File: config.mk
export PLATFORM = sky130hd
export DESIGN_NAME = out_uart_tx
export DESIGN_NICKNAME = d
export VERILOG_FILES = /design/src/rtl/out_uart_tx.sv
export SDC_FILE = /design/constraint.sdc
export NUM_CORES = 1
export LEC_CHECK = 0
export CAP_MARGIN = 40
export CORE_MARGIN = 2
export CORE_UTILIZATION = 61
export CTS_BUF_LIST = sky130_fd_sc_hd__clkbuf_2 sky130_fd_sc_hd__clkbuf_4 sky130_fd_sc_hd__clkbuf_8
export CTS_CLUSTER_DIAMETER = 30
export DETAILED_ROUTE_END_ITERATION = 7
export GPL_ROUTABILITY_DRIVEN = 1
export PLACE_DENSITY = 0.83
export RECOVER_POWER = 50
export SYNTH_ARGS = -nofsm -noshare
export SYNTH_HDL_FRONTEND = slang
export SYNTH_SLANG_ARGS = --single-unit
File: constraint.sdc
create_clock -name i_clk -period 2.7 [get_ports i_clk]
set_input_delay 0.27 -clock i_clk [delete_from_list [all_inputs] [get_ports i_clk]]
set_output_delay 0.27 -clock i_clk [all_outputs]
set_load 0.005 [all_outputs]
File: src/rtl/out_uart_tx.sv
// Output-port UART transmitter: CPU writes bytes into a small FIFO, an FSM serialises them 8N1 (LSB first).
// Optional even-parity bit (8E1 framing) when macro OUT_UART_TX_PARITY_EN is defined.
module out_uart_tx #(
  parameter int CLKS_PER_BIT = 16,
  parameter int FIFO_DEPTH   = 4
) (
  input  logic       i_clk,
  input  logic       i_reset,
  input  logic [7:0] i_data,
  input  logic       i_wrOut,
  output logic       o_tx,
  output logic       o_busy,
  output logic       o_full,
  output logic       o_overflow
);

  localparam int PW = (FIFO_DEPTH > 1) ? $clog2(FIFO_DEPTH) : 1;
  localparam int CW = PW + 1;
  localparam logic [CW-1:0] FULL_COUNT = CW'(FIFO_DEPTH);
  localparam logic [7:0]    BAUD_LAST  = 8'(CLKS_PER_BIT - 1);

  typedef enum logic [2:0] {
    IDLE   = 3'd0,
    START  = 3'd1,
    DATA   = 3'd2,
`ifdef OUT_UART_TX_PARITY_EN
    PARITY = 3'd3,
`endif
    STOP   = 3'd4
  } state_t;

`ifdef OUT_UART_TX_PARITY_EN
  function automatic logic evenParity(input logic [7:0] b);
    return ^b;
  endfunction
`endif

  // FIFO storage and bookkeeping
  logic [7:0]    fifoMem [FIFO_DEPTH];
  logic [PW-1:0] wrPtr;
  logic [PW-1:0] rdPtr;
  logic [CW-1:0] count;
  logic          overflowR;

  // Serialiser state
  state_t        state;
  state_t        stateNext;
  logic [7:0]    shiftReg;
  logic [7:0]    shiftNext;
  logic [2:0]    bitCnt;
  logic [2:0]    bitCntNext;
  logic [7:0]    baudCnt;
  logic [7:0]    baudNext;
  logic          txReg;
  logic          txNext;
`ifdef OUT_UART_TX_PARITY_EN
  logic          parityReg;
`endif

  logic fifoEmpty;
  logic fifoFull;
  logic pop;
  logic push;
  logic drop;

  // Pop decision uses only pre-edge registered state, so a write into an
  // empty FIFO can never be popped on the same edge.
  assign fifoEmpty = (count == {CW{1'b0}});
  assign fifoFull  = (count == FULL_COUNT);
  assign pop       = (state == IDLE) && !fifoEmpty;
  assign push      = i_wrOut && (!fifoFull || pop);
  assign drop      = i_wrOut && fifoFull && !pop;

  // FIFO pointer, occupancy and sticky overflow registers
  always_ff @(posedge i_clk) begin
    if (i_reset) begin
      wrPtr     <= {PW{1'b0}};
      rdPtr     <= {PW{1'b0}};
      count     <= {CW{1'b0}};
      overflowR <= 1'b0;
    end else begin
      if (push) begin
        wrPtr <= wrPtr + PW'(1);
      end
      if (pop) begin
        rdPtr <= rdPtr + PW'(1);
      end
      case ({push, pop})
        2'b10:   count <= count + CW'(1);
        2'b01:   count <= count - CW'(1);
        default: count <= count;
      endcase
      if (drop) begin
        overflowR <= 1'b1;
      end
    end
  end

  // FIFO data array; contents are don't-care while the pointers say empty
  always_ff @(posedge i_clk) begin
    if (!i_reset && push) begin
      fifoMem[wrPtr] <= i_data;
    end
  end

  // Next-state and next-line-level logic; o_tx is the registered txNext
  always_comb begin
    stateNext  = state;
    shiftNext  = shiftReg;
    bitCntNext = bitCnt;
    baudNext   = baudCnt;
    txNext     = txReg;
    case (state)
      IDLE: begin
        if (pop) begin
          stateNext  = START;
          shiftNext  = fifoMem[rdPtr];
          bitCntNext = 3'd0;
          baudNext   = 8'd0;
          txNext     = 1'b0;
        end else begin
          stateNext  = IDLE;
          txNext     = 1'b1;
        end
      end
      START: begin
        if (baudCnt == BAUD_LAST) begin
          stateNext = DATA;
          baudNext  = 8'd0;
          txNext    = shiftReg[0];
        end else begin
          baudNext  = baudCnt + 8'd1;
          txNext    = 1'b0;
        end
      end
      DATA: begin
        if (baudCnt == BAUD_LAST) begin
          baudNext = 8'd0;
          if (bitCnt == 3'd7) begin
`ifdef OUT_UART_TX_PARITY_EN
            stateNext = PARITY;
            txNext    = parityReg;
`else
            stateNext = STOP;
            txNext    = 1'b1;
`endif
          end else begin
            bitCntNext = bitCnt + 3'd1;
            shiftNext  = {1'b0, shiftReg[7:1]};
            txNext     = shiftReg[1];
          end
        end else begin
          baudNext = baudCnt + 8'd1;
          txNext   = shiftReg[0];
        end
      end
`ifdef OUT_UART_TX_PARITY_EN
      PARITY: begin
        if (baudCnt == BAUD_LAST) begin
          stateNext = STOP;
          baudNext  = 8'd0;
          txNext    = 1'b1;
        end else begin
          baudNext  = baudCnt + 8'd1;
          txNext    = parityReg;
        end
      end
`endif
      STOP: begin
        if (baudCnt == BAUD_LAST) begin
          stateNext = IDLE;
          baudNext  = 8'd0;
        end else begin
          baudNext  = baudCnt + 8'd1;
        end
        txNext = 1'b1;
      end
      default: begin
        stateNext = IDLE;
        baudNext  = 8'd0;
        txNext    = 1'b1;
      end
    endcase
  end

  // Serialiser state register; reset aborts any frame in flight
  always_ff @(posedge i_clk) begin
    if (i_reset) begin
      state    <= IDLE;
      shiftReg <= 8'd0;
      bitCnt   <= 3'd0;
      baudCnt  <= 8'd0;
      txReg    <= 1'b1;
    end else begin
      state    <= stateNext;
      shiftReg <= shiftNext;
      bitCnt   <= bitCntNext;
      baudCnt  <= baudNext;
      txReg    <= txNext;
    end
  end

`ifdef OUT_UART_TX_PARITY_EN
  // Parity is captured from the whole byte at pop time, before it is shifted out
  always_ff @(posedge i_clk) begin
    if (i_reset) begin
      parityReg <= 1'b0;
    end else if (pop) begin
      parityReg <= evenParity(fifoMem[rdPtr]);
    end
  end
`endif

  assign o_tx       = txReg;
  assign o_busy     = (state != IDLE) || !fifoEmpty;
  assign o_full     = fifoFull;
  assign o_overflow = overflowR;

endmodule

# ---- Yosys cells after proc, flatten, opt, wreduce, memory -nomap -nowiden
# Memories as Yosys holds them, arrays and structs flattened. A register that Yosys moved wholly into a read port is not among the register bits.
# Index checks and enable logic that the tools add are counted.
dict set report totals {
  regBits 31
  ramBits 32
  wordCells 76
  n_memories 1
}
dict set report op_classes {
  addsub 6
  n_eq_ne 14
  n_mux 27
  reduce_logical 19
}
# name words width rd rd_ports_with_merged_regs wr line_no
set memory_table {}
lappend memory_table {fifoMem 4 8 1 1 1 39} ;# logic [7:0] fifoMem [FIFO_DEPTH];
# op count
set ops {}
lappend ops {{2-to-1 mux 8 bit} 5}
lappend ops {{one-hot mux 8 bit (2 select lines)} 2}
lappend ops {{2-to-1 mux 3 bit} 7}
lappend ops {{inequality test 2 bit, second input constant} 6}
lappend ops {{one-hot mux 3 bit (2 select lines)} 2}
lappend ops {{one-hot mux 3 bit (4 select lines)} 1}
lappend ops {{== test 3 bit, second input constant} 3}
lappend ops {{adder 8 x 1 -> 8 bit, second input constant} 1}
lappend ops {{== test 8 x 4 -> 1 bit, second input constant} 1}
lappend ops {{AND reduction 4 bit} 2}
lappend ops {{2-to-1 mux 1 bit} 7}
lappend ops {{adder 3 x 1 -> 3 bit, second input constant} 2}
lappend ops {{zero test 3 bit} 2}
lappend ops {{logical AND 1 bit} 5}
lappend ops {{adder 2 x 1 -> 2 bit, second input constant} 2}
lappend ops {{zero test 1 bit} 4}
lappend ops {{2-to-1 mux 2 bit} 2}
lappend ops {{nonzero test 2 bit} 2}
lappend ops {{== test 3 x 1 -> 1 bit, second input constant} 1}
lappend ops {{== test 3 x 2 -> 1 bit, second input constant} 1}
lappend ops {{one-hot mux 1 bit (3 select lines)} 1}
lappend ops {{nonzero test 3 bit} 1}
lappend ops {{OR reduction 3 bit} 1}
lappend ops {{subtractor 3 x 1 -> 3 bit, second input constant} 1}
lappend ops {{3 further kinds} 4}

# ---- Logic depth before layout (Yosys ltp)
# Gate-level depths: netlist of run 1.
dict set report depth {
  depth_word 8
  ltp_mapped 8
  depth_no_buf 7
}

# ---- Least setup slack after synthesis of run 1
# Ideal clock, no wire load.
dict set report synth_path {
  kind {flip-flop to flip-flop}
  from {register state[0]}
  to {register count[2]}
  setup_ns 0.074
  arrival_ns 2.128
  slack_ns 0.498
  stages_incl_launch_ff 8
  path_buffers 1
  period_less_slack_ns 2.202
  path_cell_list {dfxtp_1 -> or3_1 -> buf_2 -> or3_4 -> fa_1 -> nand2b_1 -> or3_1 -> a31oi_1}
}
dict set report synth_between {
  elab_chain_cells 6
  elab_cells_between_ends 8
  cone_classes {eq/ne: 2; mux: 1; reduce/logical: 5}
}
# element line_no
set synth_lines {}
lappend synth_lines {{start, declared} 46} ;# state_t state;
lappend synth_lines {{start signal, assigned} 195} ;# state <= stateNext;
lappend synth_lines {{zero test 3 bit *} 70} ;# assign pop = (state == IDLE) && !fifoEmpty;
lappend synth_lines {{logical AND 1 bit *} 70}
lappend synth_lines {{logical OR 1 bit} 71} ;# assign push = i_wrOut && (!fifoFull || pop);
lappend synth_lines {{logical AND 1 bit} 71}
lappend synth_lines {{== test 2 x 1 -> 1 bit or == test 2 bit (tied branches)} 88} ;# case ({push, pop})
lappend synth_lines {{one-hot mux 3 bit (2 select lines) or nonzero test 2 bit (tied branches)} --}
lappend synth_lines {{end signal, assigned} 89} ;# 2'b10: count <= count + CW'(1);
lappend synth_lines {{end signal, assigned} 90} ;# 2'b01: count <= count - CW'(1);
lappend synth_lines {{end signal, assigned} 91} ;# default: count <= count;
lappend synth_lines {{end, declared} 42} ;# logic [CW-1:0] count;
# Every way passes the cells marked *; elsewhere a longest branch is shown, timed or not.
# A chain may end at the register's enable or synchronous reset.

# ---- Final worst setup path of run 1
dict set report layout_path {
  from {register state[0]}
  to {output port o_busy}
}
dict set report layout_between {
  elab_chain_cells 2
}
# element line_no
set layout_lines {}
lappend layout_lines {{nonzero test 3 bit} 215} ;# assign o_busy = (state != IDLE) || !fifoEmpty;
lappend layout_lines {{logical OR 1 bit} 215}
lappend layout_lines {{end, declared} 12} ;# output logic o_busy,
# Every way passes these cells.

==> impl_metrics.tcl, run 1 <==
set metrics [dict create \
    outcome "finished clean" \
    drc_errors 0 \
    dr.pass1.iters 4 \
    dieWidth_microns 71.75 \
    synth_top_cells_by_area "edfxtp_1, dfxtp_1, mux4_2" \
    synth_top_area_cell "edfxtp_1" \
    via_count 1790 \
    crit_buf_inv 3 \
    ys_ff_latch 65 \
    powerDensity_nw_per_um2 903.4 \
    drive_above_1_share_pct 12.45 \
    finalHoldViolCount 0 \
    totalWireLength_microns 4849 \
    yosysMostFrequentCell "dfxtp_1" \
    min_to "o_overflow" \
    synth.yosys.seq_area_share_pct 57.91 \
    swShare_pct 30.05 \
    clock_latency_ns 0.33 \
    dieArea_sq_um 5148 \
    required_ns 2.43 \
    dp.cells 285 \
    die_h_microns 71.75 \
    clock-sinks 65 \
    crit_family "buffers and inverters" \
    crit_path_start_kind "flip-flop" \
    ys.flop_type "dfxtp_1" \
    routedWlPerCell_microns 16.11 \
    min_from "o_overflow" \
    stdcell_count 301 \
    timing.rr.end "count[2]" \
    drtAntennaViolNets 0 \
    yosys.cell_types.count 45 \
    synthArstFlopShare_pct 0 \
    numCtsBuffers 9 \
    critical_path_class "reg2out" \
    tightest_slew_ns 0.6174 \
    grt_setup_unrepaired "false" \
    min_period_ns 2.449 \
    relSlewSlack_pct 58.40 \
    rows 24 \
    max_freq_mhz 408.3 \
    synth_cells 226 \
    ff2ff_path_depth 6 \
    cts-htree-levels 3 \
    cts_hold_buf 0 \
    hold_path_class "reg2reg" \
    critical_path.max_stage_delay_ns 0.45 \
    peakVddDrop_v 0.0005662 \
    clk_pin_slew_ns 0.07 \
    ys_warn_count 0 \
    hold_depth 2 \
    fill_cells 316 \
    p_int_uw 2011 \
    syn_avg_cell_area_sq_um 12.39 \
    grt_pass1_vias 1783 \
    core_sq_um 4384 \
    nets 263 \
    power_leakage_uw 0.001182 \
    finClkSkew_ns 0.007902 \
    io_pins 15 \
    synth_top_cell_area_share_pct 34.32 \
    drtIter0Drc 213 \
    start_util_pct 63.87 \
    worst_setup_path_end_kind "output port" \
    setup_tns_ns 0 \
    r2r_slack_ns 0.36 \
    overflow 0 \
    synth_area_sq_um 2800 \
    comb_power_share_pct 26.3 \
    diodes 0 \
    place.port_buffers 14 \
    critPathSlowestCell "clkdlybuf4s50_1" \
    switching_power_uw 863.8 \
    vias_per_cell 5.947 \
    synth_nets 245 \
    r2r_start "state[0]" \
    cp.arrival_ns 2.18 \
    cts-root-buf "clkbuf_8" \
    gp_congestion 0.8224 \
    dp_hpwl_microns 3350 \
    cts_resized 0 \
    cts_buffer_depth 2 \
    cts_tree "done" \
    maxSlewViolCount 0 \
    grt_max_degree 13 \
    antenna_found_initial 0 \
    drv_cap 0 \
    power_frac_clock_pct 29.1 \
    setup_viol 0 \
    grt_pass1_wl_microns 8418 \
    syn_to_final_growth_pct 13.63 \
    min_period_over_period_pct 90.71 \
    place_ws_ns 0.3647 \
    ys_top_cells_by_count "dfxtp_1, edfxtp_1, nor2_1" \
    synth_edf_count 32 \
    crit_fanout 12 \
    grtUsageTotal_pct 21.77 \
    p_seq_share_pct 44.7 \
    layout_setup_ws_ns 0.2509 \
    crit_chain "or3_1 -> clkbuf_1 -> nor2_1 -> inv_1 -> clkdlybuf4s50_1" \
    cts_setup_buffers 0 \
]
worst min-delay path: cells and delay by family (launching register included):
family / cells / cell delay, ns
AOI/OAI and AO/OA: 1 / 0.04
DFF: 1 / 0.33
and+or+nand+nor: 1 / 0.07
cell type report:
cell class / instances / area, sq um / share of cell area, %
clock buffers: 13 / 166.4 / 5.230
clock inverters: 3 / 40.04 / 1.258
inverters: 9 / 33.78 / 1.062
multi-input cells: 140 / 1089 / 34.21
flip-flops and latches: 65 / 1622 / 50.96
well taps: 52 / 65.06 / 2.045
repair buffers: 19 / 166.4 / 5.230
kinds of logic after synthesis:
| family | Yosys count | synth area share [%] |
|---|---|---|
| AOI/OAI and AO/OA | 43 | 11.35 |
| xor gates and xnor gates | 11 | 3.440 |
| adders and majority gates | 8 | 3.843 |
| buffers and inverters | 21 | 3.038 |
| DFF | 65 | 57.91 |
| muxes | 11 | 7.864 |
| and+or+nand+nor | 67 | 12.56 |
power groups by stage:
stage | logic (uW) | registers [uW] | clock network [uW]
after floorplan | 626 | 1230 | 0
after global placement | 760 | 1300 | 0
after detailed placement | 780 | 1300 | 0
after CTS | 789 | 1280 | 848
after global routing | 848 | 1300 | 895
final | 755 | 1280 | 836
layer usage:
metal  vias up  GRT usage (%)  wire length (microns)
met3         9          5.345                    237
met2        53          31.79                   2267
met4         0          11.32                     85
met5         -              0                      0
met1       845          30.44                   2259
li1        883              -                      -
flip-flops by register name (all words and copies together) (netlist names), named ones only:
signal / count
wrPtr: 2
o_tx: 1
baudCnt: 8
state: 3
bitCnt: 3
rdPtr: 2
o_overflow: 1
shiftReg: 8
fifoMem: 32
count: 3
worst max-delay path by stage:
stage                         from        to  slack, ns  cells past startpoint
final                     state[0]    o_busy       0.25                      5
after CTS                 state[0]    o_busy       0.31                      5
after global routing      state[0]    o_busy       0.11                      5
after detailed placement   i_wrOut  count[2]       0.36                      6
after floorplan           state[0]  count[2]       0.50                      7
after global placement     i_wrOut  count[2]       0.43                      6
layout by cell type, fill, tap and decap left out, types with 5 or more instances in the layout:
master	n
nor2_1	23
inv_1	9
a21oi_1	9
nand2_1	5
dfxtp_1	33
mux4_2	8
edfxtp_1	32
clkbuf_8	11
nand3_1	12
dlygate4sd3_1	10
xnor2_1	7
o211a_1	7
ha_1	7
o22a_1	7
nor3_1	8
metrics by stage:
stage	total power (uW)	instance area, sq um	hold slack, ns	util [%]
after floorplan	1860	2800	0.3689	-
after global placement	2055	2992	0.4557	68.24
after detailed placement	2084	2992	0.4619	68.24
after CTS	2921	3198	0.4721	72.95
after global routing	3046	3182	0.4916	72.57
final	2874	3182	0.4671	72.57
Note: power is estimated with default switching activity, not from simulation.
==> run 2: changes to the inputs <==
--- a/config.mk
+++ b/config.mk
@@ -7,10 +7,11 @@
 export LEC_CHECK = 0
 export CAP_MARGIN = 40
 export CORE_MARGIN = 2
-export CORE_UTILIZATION = 61
+export CORE_UTILIZATION = 65
 export CTS_BUF_LIST = sky130_fd_sc_hd__clkbuf_2 sky130_fd_sc_hd__clkbuf_4 sky130_fd_sc_hd__clkbuf_8
 export CTS_CLUSTER_DIAMETER = 30
 export DETAILED_ROUTE_END_ITERATION = 7
+export DONT_BUFFER_PORTS = 1
 export GPL_ROUTABILITY_DRIVEN = 1
 export PLACE_DENSITY = 0.83
 export RECOVER_POWER = 50
==> run 2 against run 1 <==
Global-route usage grew 4.8 points. Sequential share of layout area is 1.5 points higher. Final area down 2.8%. Worst hold slack got worse by 0.44 ns. Flip-flop and latch count stayed put. Largest cell class unchanged. Critical endpoint is now count[2].
==> impl_metrics.tcl, run 2 (synthesis gave the netlist of run 1 again) <==
set metrics [dict create \
    cts-root-buf "clkbuf_8" \
    gp_congestion 0.8399 \
    min_from "i_data[0]" \
    clk_pin_slew_ns 0.07 \
    finClkSkew_ns 0.006953 \
    grt_pass1_vias 1866 \
    hold_path_class "in2reg" \
    powerDensity_nw_per_um2 970.8 \
    nets 250 \
    grt_max_degree 13 \
    largest_register_ffs 32 \
    grtUsageTotal_pct 26.56 \
    final_util_pct 75.66 \
    crit_path_start_kind "flip-flop" \
    r2r_start "state[0]" \
    dieArea_sq_um 4849 \
    setup_viol 0 \
    crit_fanout 12 \
    reg_top3 "fifoMem (32), baudCnt (8), shiftReg (8)" \
    dr.pass1.iters 5 \
    start_util_pct 68.52 \
    cp.arrival_ns 2.68 \
    core_sq_um 4086 \
    mostFrequentLayoutCell "dfxtp_1" \
    routedWlPerCell_microns 20.30 \
    top_register "fifoMem" \
    min_period_ns 2.421 \
    numCtsBuffers 9 \
    min_to "fifoMem[0][0]" \
    syn_to_final_growth_pct 10.41 \
    max_freq_mhz 413.1 \
    rows 23 \
    die_h_microns 69.64 \
    via_count 1836 \
    overflow 0 \
    r2r_slack_ns 0.28 \
    finalInstanceArea_sq_um 3092 \
    dp_hpwl_microns 3651 \
    clock-sinks 65 \
    critical_path_class "reg2reg" \
    tightest_slew_ns 0.5927 \
    relSlewSlack_pct 60.18 \
    diodes 0 \
    drc_errors 0 \
    setup_tns_ns 0 \
    drtAntennaViolNets 0 \
    peakVddDrop_v 0.0006694 \
    io_pins 15 \
    maxSlewViolCount 0 \
    power_leakage_uw 0.001133 \
    mostFrequentLayoutCells "dfxtp_1, edfxtp_1, nor2_1" \
    outcome "finished clean" \
    hold_depth 0 \
    finalHoldViolCount 0 \
    totalWireLength_microns 5807 \
    drtIter0Drc 173 \
    multi_input_area_sq_um 1091 \
    cts_tree "done" \
    grt_pass1_wl_microns 9563 \
    cts-htree-levels 3 \
    min_period_over_period_pct 89.66 \
    timing.rr.end "count[2]" \
    dieWidth_microns 69.64 \
    required_ns 2.96 \
    place.port_buffers 0 \
    regArea_sq_um 1622 \
    drv_cap 0 \
    vias_per_cell 6.420 \
    placed_cell_area_sq_um 2834 \
    drive_above_1_share_pct 12.29 \
    ff2ff_path_depth 6 \
    grt_setup_unrepaired "false" \
    fill_cells 233 \
    clock_latency_ns 0.34 \
    p_total_uw 3001 \
    cts_buffer_depth 2 \
    cts_resized 0 \
    antenna_found_initial 0 \
    worst_setup_path_end_kind "flip-flop" \
]
## run 2: cell count changes in the layout (fill, tap and decap cells not counted), sizes merged
cell and delta:
clkinv -1, inv +1, clkbuf -4, clkinvlp +2, bufinv +2, dlygate4sd3 -7
clkdlybuf4s50 -4, buf -2
## run 2: metrics by stage
stage	hold slack [ns]	setup slack, ns	instances
6_report	0.02494	0.2793	286
5_1_grt	0.001904	0.1522	286
4_1_cts	0.002363	0.2965	285
3_5_place_dp	0.3446	0.3358	267
3_3_place_gp	0.3424	0.4251	267
2_1_floorplan	0.3689	0.4977	226
## run 2: how the worst max path moves through the flow
| stage | from | to | slack [ns] | cells after the start |
|---|---|---|---|---|
| finish | state[0] | count[2] | 0.28 | 6 |
| floorplan | state[0] | count[2] | 0.50 | 7 |
| detailed placement | state[0] | count[2] | 0.34 | 6 |
| global route | state[0] | count[2] | 0.15 | 6 |
| CTS | state[0] | count[2] | 0.30 | 6 |
| global placement | state[0] | count[2] | 0.43 | 6 |
## run 2: area by class of cell
class / count / share of cell area, %
sequential: 65 / 52.45
clock buffer: 9 / 4.006
tap: 50 / 2.023
clock inverter: 7 / 3.804
multi-input combinational: 140 / 35.29
inverter: 9 / 1.093
timing repair buffer: 6 / 1.335
## run 2: where the power goes
| part | internal (uW) | switching [uW] |
|---|---|---|
| clock | 613 | 378 |
| combinational | 319 | 407 |
| sequential | 1160 | 125 |
## run 2: repair_timing
action,CTS,global route
hold buffers,2,1
buffers inserted,0,0
hold endpoints to repair,12,2
## run 2: critical path, stage by stage, from the launching register on
cell and delay [ns]:
dfxtp_1 0.43, or3_1 0.47, or3_4 0.40, fa_1 0.41, nand2b_1 0.20, or3_1 0.32, a31oi_1 0.12
## run 2: per-layer routing
layer	GRT usage (%)	vias up	wire length, microns
met5	0	-	0
met3	8.721	14	448
met2	41.45	100	2852
met4	10.04	0	180
met1	34.88	864	2326
li1	-	858	-
==> run 3: changes to the inputs <==
--- a/config.mk
+++ b/config.mk
@@ -5,6 +5,7 @@
 export SDC_FILE = /design/constraint.sdc
 export NUM_CORES = 1
 export LEC_CHECK = 0
+export ABC_AREA = 1
 export CAP_MARGIN = 40
 export CORE_MARGIN = 2
 export CORE_UTILIZATION = 65
==> run 3 against run 2 <==
First-iteration DRC count increased by 19%. Register-to-register slack improved by 0.33 ns. Combinational power up 60%. Clock-buffer cell count unchanged. Worst setup slack improved by 0.33 ns. Cell count is 44% higher. Sequential power about the same. Largest power group unchanged.
==> impl_metrics.tcl, run 3 <==
set metrics [dict create \
    totalWireLength_microns 5415 \
    synth_cells 352 \
    cts-root-buf "clkbuf_8" \
    dp_hpwl_microns 3825 \
    drc_errors 0 \
    numCtsBuffers 9 \
    clock-sinks 65 \
    crit_fanout 8 \
    dr.pass1.iters 5 \
    max_freq_mhz 477.8 \
    final_util_pct 73.94 \
    core_sq_um 4384 \
    rows 24 \
    grt_setup_unrepaired "false" \
    finalHoldViolCount 0 \
    synth.yosys.seq_area_share_pct 54.27 \
    top_register "fifoMem" \
    via_count 2187 \
    grt_pass1_wl_microns 8790 \
    maxSlewViolCount 0 \
    die_h_microns 71.80 \
    crit_path_start_kind "flip-flop" \
    cts_setup_buffers 0 \
    diodes 0 \
    mostFrequentLayoutCell "nor2_1" \
    antenna_found_initial 0 \
    hold_path_class "in2reg" \
    tightest_slew_ns 0.6528 \
    synthArstFlopShare_pct 0 \
    yosysMostFrequentCell "nor2_1" \
    cts_tree "done" \
    gp_congestion 0.8350 \
    min_period_ns 2.093 \
    drive_above_1_share_pct 8.587 \
    nets 375 \
    synth_nets 371 \
    start_util_pct 68.15 \
    dieArea_sq_um 5155 \
    grt_max_degree 23 \
    ys_warn_count 0 \
    yosys.cell_types.count 29 \
    min_period_over_period_pct 77.51 \
    clk_pin_slew_ns 0.08 \
    synth_top_area_cell "edfxtp_1" \
    outcome "finished clean" \
    clock_latency_ns 0.34 \
    power_leakage_uw 0.001359 \
    io_pins 15 \
    fill_cells 310 \
    drv_cap 0 \
    cts_resized 0 \
    powerDensity_nw_per_um2 1063 \
    setup_viol 0 \
    syn_avg_cell_area_sq_um 8.488 \
    syn_to_final_growth_pct 8.501 \
    reg_top3 "fifoMem (32), baudCnt (8), shiftReg (8)" \
    drtIter0Drc 206 \
    grt_pass1_vias 1951 \
    relSlewSlack_pct 56.43 \
    ys_top_cells_by_count "nor2_1, nand2_1, inv_1" \
    mostFrequentLayoutCells "nor2_1, nand2_1, inv_1" \
    drtAntennaViolNets 0 \
    synth_top_cells_by_area "edfxtp_1, dfxtp_1, nor2_1" \
    cts_buffer_depth 2 \
    overflow 0 \
    synth_top_cell_area_share_pct 32.16 \
    vias_per_cell 5.295 \
    place.port_buffers 0 \
    synth_area_sq_um 2988 \
    r2r_slack_ns 0.61 \
    synth_edf_count 32 \
    grtUsageTotal_pct 23.34 \
    finClkSkew_ns 0.009873 \
    ys_ff_latch 65 \
    cp.arrival_ns 2.06 \
    required_ns 2.67 \
    cts-htree-levels 3 \
    peakVddDrop_v 0.0006136 \
    ff2ff_path_depth 5 \
    hold_depth 0 \
    critical_path_class "reg2reg" \
    setup_tns_ns 0 \
    largest_register_ffs 32 \
    worst_setup_path_end_kind "flip-flop" \
    dieWidth_microns 71.80 \
    routedWlPerCell_microns 13.11 \
    ys.flop_type "dfxtp_1" \
]
[run 3: cell types whose count changed after synthesis, moves of 7 or more]
cell,change
inv_1,+28
mux4_2,-8
nand2_1,+67
nor2_1,+51
o211a_1,-7
o21ai_0,+25
o22a_1,-7
xnor2_1,-7
[run 3: worst max-delay path, cell delays in order (launching register included)]
cell and delay [ns]:
dfxtp_1 0.36, inv_1 0.09, nand3_1 0.17, o21ai_0 0.23, or2_2 0.38, nor2_1 0.48
[run 3: worst paths after layout]
kind / start / end
worst max register to register: count[1] / fifoMem[0][0]
worst max-delay path: count[1] / fifoMem[0][0]
worst min register to register: rdPtr[1] / rdPtr[1]
worst min-delay path: i_data[3] / fifoMem[1][3]
[run 3: logic make-up (layout without fill, tap and decap cells)]
logic type / after synthesis / in the layout / synth area share (%)
flops: 65 / 65 / 54.27
buf+inv: 49 / 58 / 6.909
fa+ha+maj: 8 / 8 / 3.601
xor+xnor: 2 / 2 / 0.5864
compound gates: 43 / 43 / 7.412
simple gates: 185 / 185 / 27.22
[run 3: power breakdown]
group	switching, uW	internal [uW]
registers	98.2	1200
logic	792	370
clock network	375	612
[run 3: layout make-up]
cell class / count / area (sq um) / area share, %
clock inverters: 7 / 118.9 / 3.667
multi-input cells: 238 / 1145 / 35.31
flip-flops and latches: 65 / 1622 / 50.02
inverters: 40 / 150.1 / 4.631
well taps: 52 / 65.06 / 2.007
repair buffers: 2 / 17.52 / 0.5403
clock buffers: 9 / 123.9 / 3.821
[run 3: metrics by stage]
stage | power, uW | cell area [sq um] | hold slack, ns | setup WS, ns | instances
after detailed placement | 2485 | 3004 | 0.3426 | 0.7238 | 396
after floorplan | 2286 | 2988 | 0.3391 | 0.9662 | 352
after global placement | 2455 | 3004 | 0.3410 | 0.8073 | 396
final | 3446 | 3242 | 0.02404 | 0.6071 | 413
after global routing | 3713 | 3242 | 0.0006339 | 0.3534 | 413
after CTS | 3478 | 3257 | 0.008371 | 0.6979 | 413
[run 3: per-layer routing]
metal  wire [microns]  vias up  track usage, %
met5                0        -               0
met4               87        0           10.69
met3              335        7           7.173
li1                 -     1144               -
met2             2517       64           36.83
met1             2475      972           29.69
[run 3: timing repair]
item / in CTS / in global routing
hold buffers: 1 / 0
hold endpoints to repair: 4 / 0
setup endpoints to repair: 0 / 0
